==> src/rtl/ddr4_cmd_data_driver_pkg.sv <==
// dram_timings: command codes, DDR4 latencies and controller address field layout.
package dram_timings;
    typedef enum logic [2:0] {
        CMD_NOP  = 3'd0,
        CMD_ACT  = 3'd1,
        CMD_PRE  = 3'd2,
        CMD_RD   = 3'd3,
        CMD_WR   = 3'd4,
        CMD_PREA = 3'd5
    } cmd_e;
    localparam int tCL  = 11;
    localparam int tCWL = 9;
    localparam int COL_LSB = 0;
    localparam int COL_MSB = 9;
    localparam int ROW_LSB = 10;
    localparam int ROW_MSB = 23;
    localparam int BA_LSB  = 24;
    localparam int BA_MSB  = 25;
    localparam int BG_LSB  = 26;
    localparam int BG_MSB  = 27;
endpackage

==> src/rtl/ddr4_wr_burst_shifter.sv <==
// ddr4_wr_burst_shifter: schedules write beats CWL cycles out and serialises them with DQS.
module ddr4_wr_burst_shifter #(
    parameter int DQ_WIDTH  = 8,
    parameter int DQS_WIDTH = 1,
    parameter int BURST_LEN = 8,
    parameter int CWL       = 9
) (
    input  logic                          clk,
    input  logic                          reset,
    input  logic                          load,
    input  logic [BURST_LEN*DQ_WIDTH-1:0] data,
    output logic                          dq_en,
    output logic [DQ_WIDTH-1:0]           dq_out,
    output logic                          dqs_en,
    output logic [DQS_WIDTH-1:0]          dqs_out,
    output logic                          busy
);
    localparam int N = CWL + BURST_LEN;
    // Slot j drives the pins j cycles after load; beat k lands in slot CWL+k, preamble in CWL-1.
    localparam logic [N-1:0] BEAT_MASK = {{BURST_LEN{1'b1}}, {CWL{1'b0}}};
    localparam logic [N-1:0] DQS_MASK  = BEAT_MASK | (BEAT_MASK >> 1);
    localparam logic [N-1:0] DQS_PAT   = {{(BURST_LEN / 2){2'b01}}, {CWL{1'b0}}};

    logic [N-1:0]          vld_q, vld_d, den_q, den_d, dqs_q, dqs_d;
    logic [N*DQ_WIDTH-1:0] dat_q, dat_d;

    always_comb begin
        vld_d = (vld_q >> 1) | (load ? BEAT_MASK : '0);
        den_d = (den_q >> 1) | (load ? DQS_MASK : '0);
        dqs_d = (dqs_q >> 1) | (load ? DQS_PAT : '0);
        dat_d = (dat_q >> DQ_WIDTH) | (load ? {data, {(CWL * DQ_WIDTH){1'b0}}} : '0);
    end

    always_ff @(posedge clk) begin
        if (reset) begin
            vld_q <= '0;
            den_q <= '0;
            dqs_q <= '0;
            dat_q <= '0;
        end else begin
            vld_q <= vld_d;
            den_q <= den_d;
            dqs_q <= dqs_d;
            dat_q <= dat_d;
        end
    end

    assign dq_en   = vld_q[0];
    assign dq_out  = dat_q[DQ_WIDTH-1:0];
    assign dqs_en  = den_q[0];
    assign dqs_out = {DQS_WIDTH{dqs_q[0]}};
    assign busy    = |vld_q;
endmodule

==> src/rtl/ddr4_cmd_data_driver.sv <==
// ddr4_cmd_data_driver: registers DDR4 command pins, enforces RD/WR turnaround,
// drives write bursts and assembles read bursts.
module ddr4_cmd_data_driver import dram_timings::*; #(
    parameter int DQ_WIDTH  = 8,
    parameter int DQS_WIDTH = 1,
    parameter int BURST_LEN = 8,
    parameter int CWL       = tCWL,
    parameter int CL        = tCL,
    parameter int ROW_WIDTH = 14
) (
    input  logic                          clk,
    input  logic                          reset,
    input  logic                          cmd_valid,
    output logic                          cmd_ready,
    input  logic [2:0]                    command,
    input  logic [31:0]                   address,
    input  logic                          auto_pre,
    input  logic [BURST_LEN*DQ_WIDTH-1:0] write_data,
    output logic                          CKE,
    output logic                          CS_n,
    output logic                          ACT_n,
    output logic                          RAS_n_A16,
    output logic                          CAS_n_A15,
    output logic                          WE_n_A14,
    output logic [1:0]                    BG,
    output logic [1:0]                    BA,
    output logic [ROW_WIDTH-1:0]          ADDR,
    output logic                          dq_en,
    output logic [DQ_WIDTH-1:0]           dq_out,
    output logic                          dqs_en,
    output logic [DQS_WIDTH-1:0]          dqs_out,
    input  logic [DQ_WIDTH-1:0]           dq_in,
    output logic [BURST_LEN*DQ_WIDTH-1:0] rd_data,
    output logic                          rd_valid,
    output logic                          busy
);
    localparam int BW        = BURST_LEN * DQ_WIDTH;
    localparam int RN        = CL + BURST_LEN;
    localparam int WR_RD_RAW = CWL + BURST_LEN + 1 - CL;
    localparam int RD_WR_RAW = CL + BURST_LEN + 1 - CWL;
    localparam logic [7:0] G_SAME  = 8'(BURST_LEN);
    localparam logic [7:0] G_WR_RD = 8'(WR_RD_RAW < 1 ? 1 : WR_RD_RAW);
    localparam logic [7:0] G_RD_WR = 8'(RD_WR_RAW < 1 ? 1 : RD_WR_RAW);
    localparam logic [RN-1:0] RD_MASK = {{BURST_LEN{1'b1}}, {CL{1'b0}}};
    localparam logic [RN-1:0] RD_LAST = {1'b1, {(RN - 1){1'b0}}};

    logic                 is_rd, is_wr, accept, wr_busy, unused_addr;
    logic [7:0]           gap, since_q, since_d;
    logic                 last_wr_q, last_wr_d;
    logic                 cs_n_q, cs_n_d, act_n_q, act_n_d, ras_q, ras_d, cas_q, cas_d, we_q, we_d;
    logic [1:0]           bg_q, bg_d, ba_q, ba_d;
    logic [ROW_WIDTH-1:0] addr_q, addr_d, row;
    logic [RN-1:0]        rvld_q, rvld_d, rlast_q, rlast_d;
    logic [BW-1:0]        asm_q, asm_d, rd_data_q, rd_data_d;
    logic                 rd_valid_q, rd_valid_d;

    assign is_rd       = command == CMD_RD;
    assign is_wr       = command == CMD_WR;
    // Required spacing depends on the previous RD/WR direction and the one now offered.
    assign gap         = is_rd ? (last_wr_q ? G_WR_RD : G_SAME) : (last_wr_q ? G_SAME : G_RD_WR);
    assign cmd_ready   = !reset && (!(is_rd || is_wr) || since_q >= gap);
    assign accept      = cmd_valid && cmd_ready;
    assign row         = address[ROW_LSB +: ROW_WIDTH];
    assign unused_addr = ^address[31:BG_MSB+1];

    always_comb begin
        cs_n_d  = 1'b0;
        act_n_d = 1'b1;
        ras_d   = 1'b1;
        cas_d   = 1'b1;
        we_d    = 1'b1;
        bg_d    = '0;
        ba_d    = '0;
        addr_d  = '0;
        if (accept) begin
            if (command inside {CMD_ACT, CMD_PRE, CMD_RD, CMD_WR}) begin
                bg_d = address[BG_MSB:BG_LSB];
                ba_d = address[BA_MSB:BA_LSB];
            end
            case (command)
                CMD_ACT: begin
                    act_n_d               = 1'b0;
                    addr_d                = row;
                    {ras_d, cas_d, we_d}  = row[ROW_WIDTH-1 -: 3];
                end
                CMD_PRE, CMD_PREA: begin
                    ras_d      = 1'b0;
                    we_d       = 1'b0;
                    addr_d[10] = command == CMD_PREA;
                end
                CMD_RD, CMD_WR: begin
                    cas_d       = 1'b0;
                    we_d        = is_rd;
                    addr_d[10]  = auto_pre;
                    addr_d[9:0] = address[COL_MSB:COL_LSB];
                end
                default: ;
            endcase
        end
    end

    always_comb begin
        since_d    = (accept && (is_rd || is_wr)) ? 8'd1 : (since_q == 8'hFF ? since_q : since_q + 8'd1);
        last_wr_d  = (accept && (is_rd || is_wr)) ? is_wr : last_wr_q;
        rvld_d     = (rvld_q >> 1) | ((accept && is_rd) ? RD_MASK : '0);
        rlast_d    = (rlast_q >> 1) | ((accept && is_rd) ? RD_LAST : '0);
        asm_d      = rvld_q[0] ? {dq_in, asm_q[BW-1:DQ_WIDTH]} : asm_q;
        rd_valid_d = rvld_q[0] && rlast_q[0];
        rd_data_d  = rd_valid_d ? asm_d : rd_data_q;
    end

    always_ff @(posedge clk) begin
        if (reset) begin
            cs_n_q     <= 1'b1;
            act_n_q    <= 1'b1;
            ras_q      <= 1'b1;
            cas_q      <= 1'b1;
            we_q       <= 1'b1;
            bg_q       <= '0;
            ba_q       <= '0;
            addr_q     <= '0;
            since_q    <= 8'hFF;
            last_wr_q  <= 1'b0;
            rvld_q     <= '0;
            rlast_q    <= '0;
            asm_q      <= '0;
            rd_data_q  <= '0;
            rd_valid_q <= 1'b0;
        end else begin
            cs_n_q     <= cs_n_d;
            act_n_q    <= act_n_d;
            ras_q      <= ras_d;
            cas_q      <= cas_d;
            we_q       <= we_d;
            bg_q       <= bg_d;
            ba_q       <= ba_d;
            addr_q     <= addr_d;
            since_q    <= since_d;
            last_wr_q  <= last_wr_d;
            rvld_q     <= rvld_d;
            rlast_q    <= rlast_d;
            asm_q      <= asm_d;
            rd_data_q  <= rd_data_d;
            rd_valid_q <= rd_valid_d;
        end
    end

    ddr4_wr_burst_shifter #(
        .DQ_WIDTH (DQ_WIDTH),
        .DQS_WIDTH(DQS_WIDTH),
        .BURST_LEN(BURST_LEN),
        .CWL      (CWL)
    ) u_wr (
        .clk    (clk),
        .reset  (reset),
        .load   (accept && is_wr),
        .data   (write_data),
        .dq_en  (dq_en),
        .dq_out (dq_out),
        .dqs_en (dqs_en),
        .dqs_out(dqs_out),
        .busy   (wr_busy)
    );

    assign CKE       = 1'b1;
    assign CS_n      = cs_n_q;
    assign ACT_n     = act_n_q;
    assign RAS_n_A16 = ras_q;
    assign CAS_n_A15 = cas_q;
    assign WE_n_A14  = we_q;
    assign BG        = bg_q;
    assign BA        = ba_q;
    assign ADDR      = addr_q;
    assign rd_data   = rd_data_q;
    assign rd_valid  = rd_valid_q;
    assign busy      = wr_busy || |rvld_q;
endmodule
==> config.mk <==
export PLATFORM = sky130hd
export DESIGN_NAME = ddr4_cmd_data_driver
export DESIGN_NICKNAME = d
export VERILOG_FILES = /design/src/rtl/ddr4_cmd_data_driver_pkg.sv /design/src/rtl/ddr4_wr_burst_shifter.sv /design/src/rtl/ddr4_cmd_data_driver.sv
export SDC_FILE = /design/constraint.sdc
export NUM_CORES = 1
export LEC_CHECK = 0
export ABC_AREA = 0
export CORE_UTILIZATION = 38
export DETAILED_ROUTE_END_ITERATION = 10
export DONT_BUFFER_PORTS = 1
export PLACE_DENSITY = 0.56
export SLEW_MARGIN = 20
export SYNTH_ARGS = -nofsm -noshare
export SYNTH_HDL_FRONTEND = slang
export SYNTH_SLANG_ARGS = --single-unit
export TNS_END_PERCENT = 1
==> constraint.sdc <==
create_clock -name clk -period 3.5 [get_ports clk]
set_input_delay 0.7 -clock clk [delete_from_list [all_inputs] [get_ports clk]]
set_output_delay 0.7 -clock clk [all_outputs]
set_load 0.05 [all_outputs]
-- Yosys cells after proc, flatten, opt, wreduce, memory -nomap -nowiden
Cells that the tools add are included.
- register bits after elaboration: 386
- bits of input ports: 111
- output and inout bits: 102
- add/subtract/negate cells: 1
- $lt $le $gt $ge: 1
- equality and inequality tests: 7
- muxes and demuxes: 19
- bitwise operators: 9
- reduce and logical (&&, ||, !) cells: 20
- operator list (kind ; number):
    136-bit two-way mux ; 1
    128-bit by 136-bit OR with 136-bit output ; 1
    64-bit two-way mux ; 1
    16-bit by 17-bit OR with 17-bit output ; 3
    19-bit two-way mux ; 2
    18-bit by 19-bit OR with 19-bit output ; 2
    17-bit two-way mux ; 2
    10-bit case mux with 2 select lines ; 1
    19-bit OR reduction ; 1
    17-bit OR reduction ; 1
    16-bit two-way mux ; 1
    8-bit two-way mux ; 2
    8-bit by 1-bit adder with 8-bit output, second input constant ; 1
    8-bit == test, second input constant ; 1
    8-bit by 4-bit greater-or-equal comparator with 1-bit output ; 1
    4-bit two-way mux ; 2
    2-bit OR reduction ; 4
    3-bit by 2-bit == test with 1-bit output, second input constant ; 2
    3-bit == test, second input constant ; 2
    1-bit logical AND ; 6
    1-bit case mux with 3 select lines ; 2
    3-bit OR reduction ; 2
    1-bit case mux with 2 select lines ; 2
    4-bit nonzero test ; 1
    7 further kinds ; 13

-- Depth between registers and ports, before layout
- depth after elaboration: 9
- mapped depth: 12
- gate-level depth less buffers: 8

-- Cells and area by module
From an unflattened synthesis, not the netlist that was laid out.
- cell total of the unflattened synthesis: 1188
- area, all modules: 11698.7 µm²
- modules (own cells, without submodules) (module ; times used ; cells an instance ; area each (µm²)):
    ddr4_cmd_data_driver ; 1 ; 729 ; 6686.4
    ddr4_wr_burst_shifter ; 1 ; 459 ; 5012.3

-- Worst setup path after synthesis
OpenSTA, ideal clock, no wires.
- kind: input to output
- start point: input command[2]
- end point: output cmd_ready
- data arrival time: 2873 ps
- required time: 2800 ps
- path slack: -73 ps
- cell stages on the path: 10
- cells stage by stage: clkbuf_2 and3b_1 buf_6 ha_1 inv_1 ha_1 or3b_1 o2111a_1 nor3_1 nor2_1
- longest elaborated chain between the ends: 5
- elaborated cells between the ends (all ways): 8
- those cells by class: order compare: 1; eq/ne: 2; mux: 1; reduce/logical: 4
- ends and longest elaborated chain (item ; RTL line ; source):
    start: declaration ; ddr4_cmd_data_driver.sv:15 ; input logic [2:0] command,
    3-bit by 2-bit == test with 1-bit output / 3-bit == test (equally long branches) ; ddr4_cmd_data_driver.sv:57, ddr4_cmd_data_driver.sv:58 ;
    4-bit two-way mux / 1-bit logical OR (equally long branches) ; ddr4_cmd_data_driver.sv:60, ddr4_cmd_data_driver.sv:61 ;
    8-bit by 4-bit greater-or-equal comparator with 1-bit output / 1-bit logical NOT (equally long branches) ; ddr4_cmd_data_driver.sv:61 ; assign cmd_ready = !reset && (!(is_rd || is_wr) || since_q >= gap);
    1-bit logical OR (*) ; ddr4_cmd_data_driver.sv:61 ;
    1-bit logical AND (*) ; ddr4_cmd_data_driver.sv:61 ;
    end: declaration ; ddr4_cmd_data_driver.sv:14 ; output logic cmd_ready,
Every way passes the cells marked *; elsewhere a longest branch is shown, timed or not.

-- Worst setup path after layout
- start point: input command[0]
- end point: output cmd_ready
Same word-level chain as after synthesis.

==> reports/metrics.yaml <==
run_status:
  status: "completed"
synth:
  synth.avg_cell_area_um2: 10.6
  synth_top_family_by_area: "simple AND/OR/NAND/NOR gates"
  synth_compound_area_share_pct: 10.6
  synth_seq_area_share_pct: 63.2
  synthDistinctLibCells: 47
  synth-edff-count: 0
  ys_ff_latch: 367
  synthesis.nets: 1214
  synth_simple_gate_area_share_pct: 16.6
  synthXorXnorAreaFrac_pct: 0.151
  synth_cells: 1096
  synth_mux_area_share_pct: 4.90
  synthFlopType: "dfxtp_1"
  synthAdderAreaFrac_pct: 0.753
  ys_async_sr_fraction_pct: 0
  yosys_warnings: 0
  netlist_area_um2: 11600
final_layout:
  design_area_um2: 13200
  fin_cells: 1488
  area_growth_pct: 13.1
  final_layout_size_suffix_gt1_share_pct: 8.29
  final_util_pct: 44.1
  layout.nets: 1185
  diodes: 0
critical_path:
  path_max_fanout: 9
  start_kind: "input port"
  crit_chain: "and3b_1 -> ha_1 -> inv_1 -> ha_1 -> or3b_1 -> o2111a_1 -> nor3_1 -> nor2_2"
  cp_data_required_time_ns: 2.80
  arrival_ns: 2.56
  criticalPathCategory: "input port to output pin"
  max_stage_delay_ns: 0.38
  cp_common_cell: "ha_1"
  critPathSlowestCell: "or3b_1"
  crit_path_end_kind: "output pin"
drt:
  wl_per_cell_um: 14.0
  dr.pass1.iters: 5
  viasPerCell: 4.69
  drtIter0Drc: 318
  drc: 0
  drtAntennaViolNets: 0
  vias: 6972
  wirelength_um: 20800
timing:
  setup_tns_ns: 0
  fmax_mhz: 307
  fin_crit_sh_pct: 93.0
  whs_ns: 0.221
  skew_ns: 0.00960
  final-hold-violation-count: 0
  worstMarginPinSlew_ns: 0.988
  finalMaxSlewViolations: 0
  finalSetupViolCount: 0
  fin_crit_ns: 3.26
  relSlewSlack_pct: 34.1
  rsz0062_at_grt: "no"
  worst_slack_ns: 0.244
placed_design:
  gp_congestion: 0.769
  place_ws_ns: 0.163
  dp_hpwl_um: 12400
  dp.cells: 1414
  io_buffers: 0
  dpl_cell_area_um2: 11800
flow_run:
  drv_cap: 0
floorplanning:
  core_um2: 29900
  fp-row-count: 63
  die-area_um2: 31300
  pin_count: 213
  start_util_pct: 38.9
  fp.dieW_um: 177
  die_h_um: 177
cts:
  clockBufferDepth: 3
  clk_latency_ns: 0.52
  cts_tree: "done"
  clk_pin_slew_ns: 0.05
  post_cts_buffers: 0
  cts-resized-gates: 0
  cts_buffers: 41
  htreeDepth: 2
  ctsHoldBuffers: 0
  cts_root_buf: "clkbuf_16"
  clock-sinks: 367
global_routing:
  first_global_vias: 6593
  grt_pass1_wl_um: 33700
  antenna_found_initial: 0
  grt_use_total_pct: 13.2
  overflow: 0
  grt_max_degree: 265
pwr:
  vdd_drop_max_v: 0.000476
  p_sw_share_pct: 21.8
  power.total_mw: 8.82
  p_sw_mw: 1.92
  p_leak_nw: 4.87
  p_clk_share_pct: 46.6
  internal_power_mw: 6.89
  power_frac_seq_pct: 49.3
  power_frac_comb_pct: 4.2
  p_per_area_nw_per_um2: 670
min_path:
  hold_class: "input port to flip-flop"
==> worst max-delay path, delay by kind of cell <==
| family | cells | cell delay [ns] |
|---|---|---|
| buf+inv | 1 | 0.05 |
| compound gates | 1 | 0.16 |
| simple gates | 4 | 1.07 |
| fa+ha+maj | 2 | 0.57 |
==> state kept, by name (all words and copies together), names as in the netlist <==
register / flops
CAS_n_A15: 1
rd_valid: 1
BG: 2
u_wr.dqs_q: 15
rlast_q: 18
since_q: 8
asm_q: 56
ADDR: 14
RAS_n_A16: 1
u_wr.dat_q: 136
BA: 2
u_wr.den_q: 17
rvld_q: 19
ACT_n: 1
last_wr_q: 1
CS_n: 1
rd_data: 64
WE_n_A14: 1
u_wr.vld_q: 9
==> power by group through the flow <==
stage | Combinational [mW] | Clock (mW) | Sequential [mW]
final | 0.367 | 4.11 | 4.34
after detailed placement | 0.370 | 0 | 4.43
after global routing | 0.409 | 4.44 | 4.35
after global placement | 0.356 | 0 | 4.43
after CTS | 0.370 | 4.25 | 4.34
after floorplan | 0.351 | 0 | 4.42
==> layout make-up <==
type	instances	area, µm²
Clock buffer	57	1200
Clock inverter	17	128
Fill cell	2827	16700
Inverter	15	56.3
Multi-Input combinational cell	633	3860
Sequential cell	367	7350
Tap cell	390	488
Timing Repair Buffer	9	80.1
==> layer usage <==
layer	routed length [µm]	GRT usage, %
met4	544	5.57
met3	1310	4.17
met1	10000	17.4
met2	8900	19.6
met5	0	0
==> cell usage after synthesis (2+ instances only) <==
cell type | n | area (µm²)
a21o_1 | 2 | 15.0
a21oi_1 | 78 | 390
a22o_1 | 66 | 578
and2_1 | 11 | 68.8
and3_1 | 5 | 31.3
buf_1 | 11 | 41.3
buf_2 | 12 | 60.1
buf_4 | 13 | 97.6
buf_6 | 2 | 22.5
clkbuf_1 | 42 | 158
dfxtp_1 | 367 | 7350
ha_1 | 7 | 87.6
inv_1 | 15 | 56.3
mux2i_1 | 57 | 571
nand2_1 | 140 | 526
nand3_1 | 2 | 10.0
nand4_1 | 4 | 25.0
nor2_1 | 72 | 270
nor2b_1 | 131 | 820
nor3b_1 | 3 | 22.5
nor4_1 | 11 | 68.8
o21a_1 | 9 | 67.6
o21ai_0 | 9 | 45.0
o31ai_1 | 2 | 15.0
or2_2 | 2 | 12.5
xnor2_1 | 2 | 17.5
==> logic make-up (layout without fill, tap and decap cells) <==
group / after synthesis / count (layout)
fa+ha+maj: 7 / 7
flops: 367 / 367
buf+inv: 96 / 98
xor+xnor: 2 / 2
mux: 57 / 57
other cells: 1 / 1
simple gates: 390 / 390
compound gates: 176 / 176
==> worst paths after layout <==
check             startpoint              to  slack, ns  cells past startpoint
setup reg to reg   last_wr_q  u_wr.den_q[15]       1.17                      8
hold / removal         reset            CS_n       0.22                      0
setup / recovery  command[0]       cmd_ready       0.24                      8
hold reg to reg   rlast_q[4]      rlast_q[3]       0.43                      1
==> cell usage in the layout, fill, tap and decap left out, types with 4 or more instances in the layout <==
master     synthesis  layout
nand4_1            4       4
o21ai_0            9       9
ha_1               7       7
inv_1             15      14
o21a_1             9       9
and3_1             5       5
nor4_1            11      11
dfxtp_1          367     366
a21oi_1           78      78
nor2_1            72      71
clkbuf_1          42       7
nor2b_1          131     131
clkinv_2           0      11
buf_4             13       8
clkbuf_16          0      43
and2_1            11      10
nand2_1          140     139
mux2i_1           57      57
a22o_1            66      66
clkbuf_8           0       7
No activity file was read; power rests on OpenSTA's default activity.
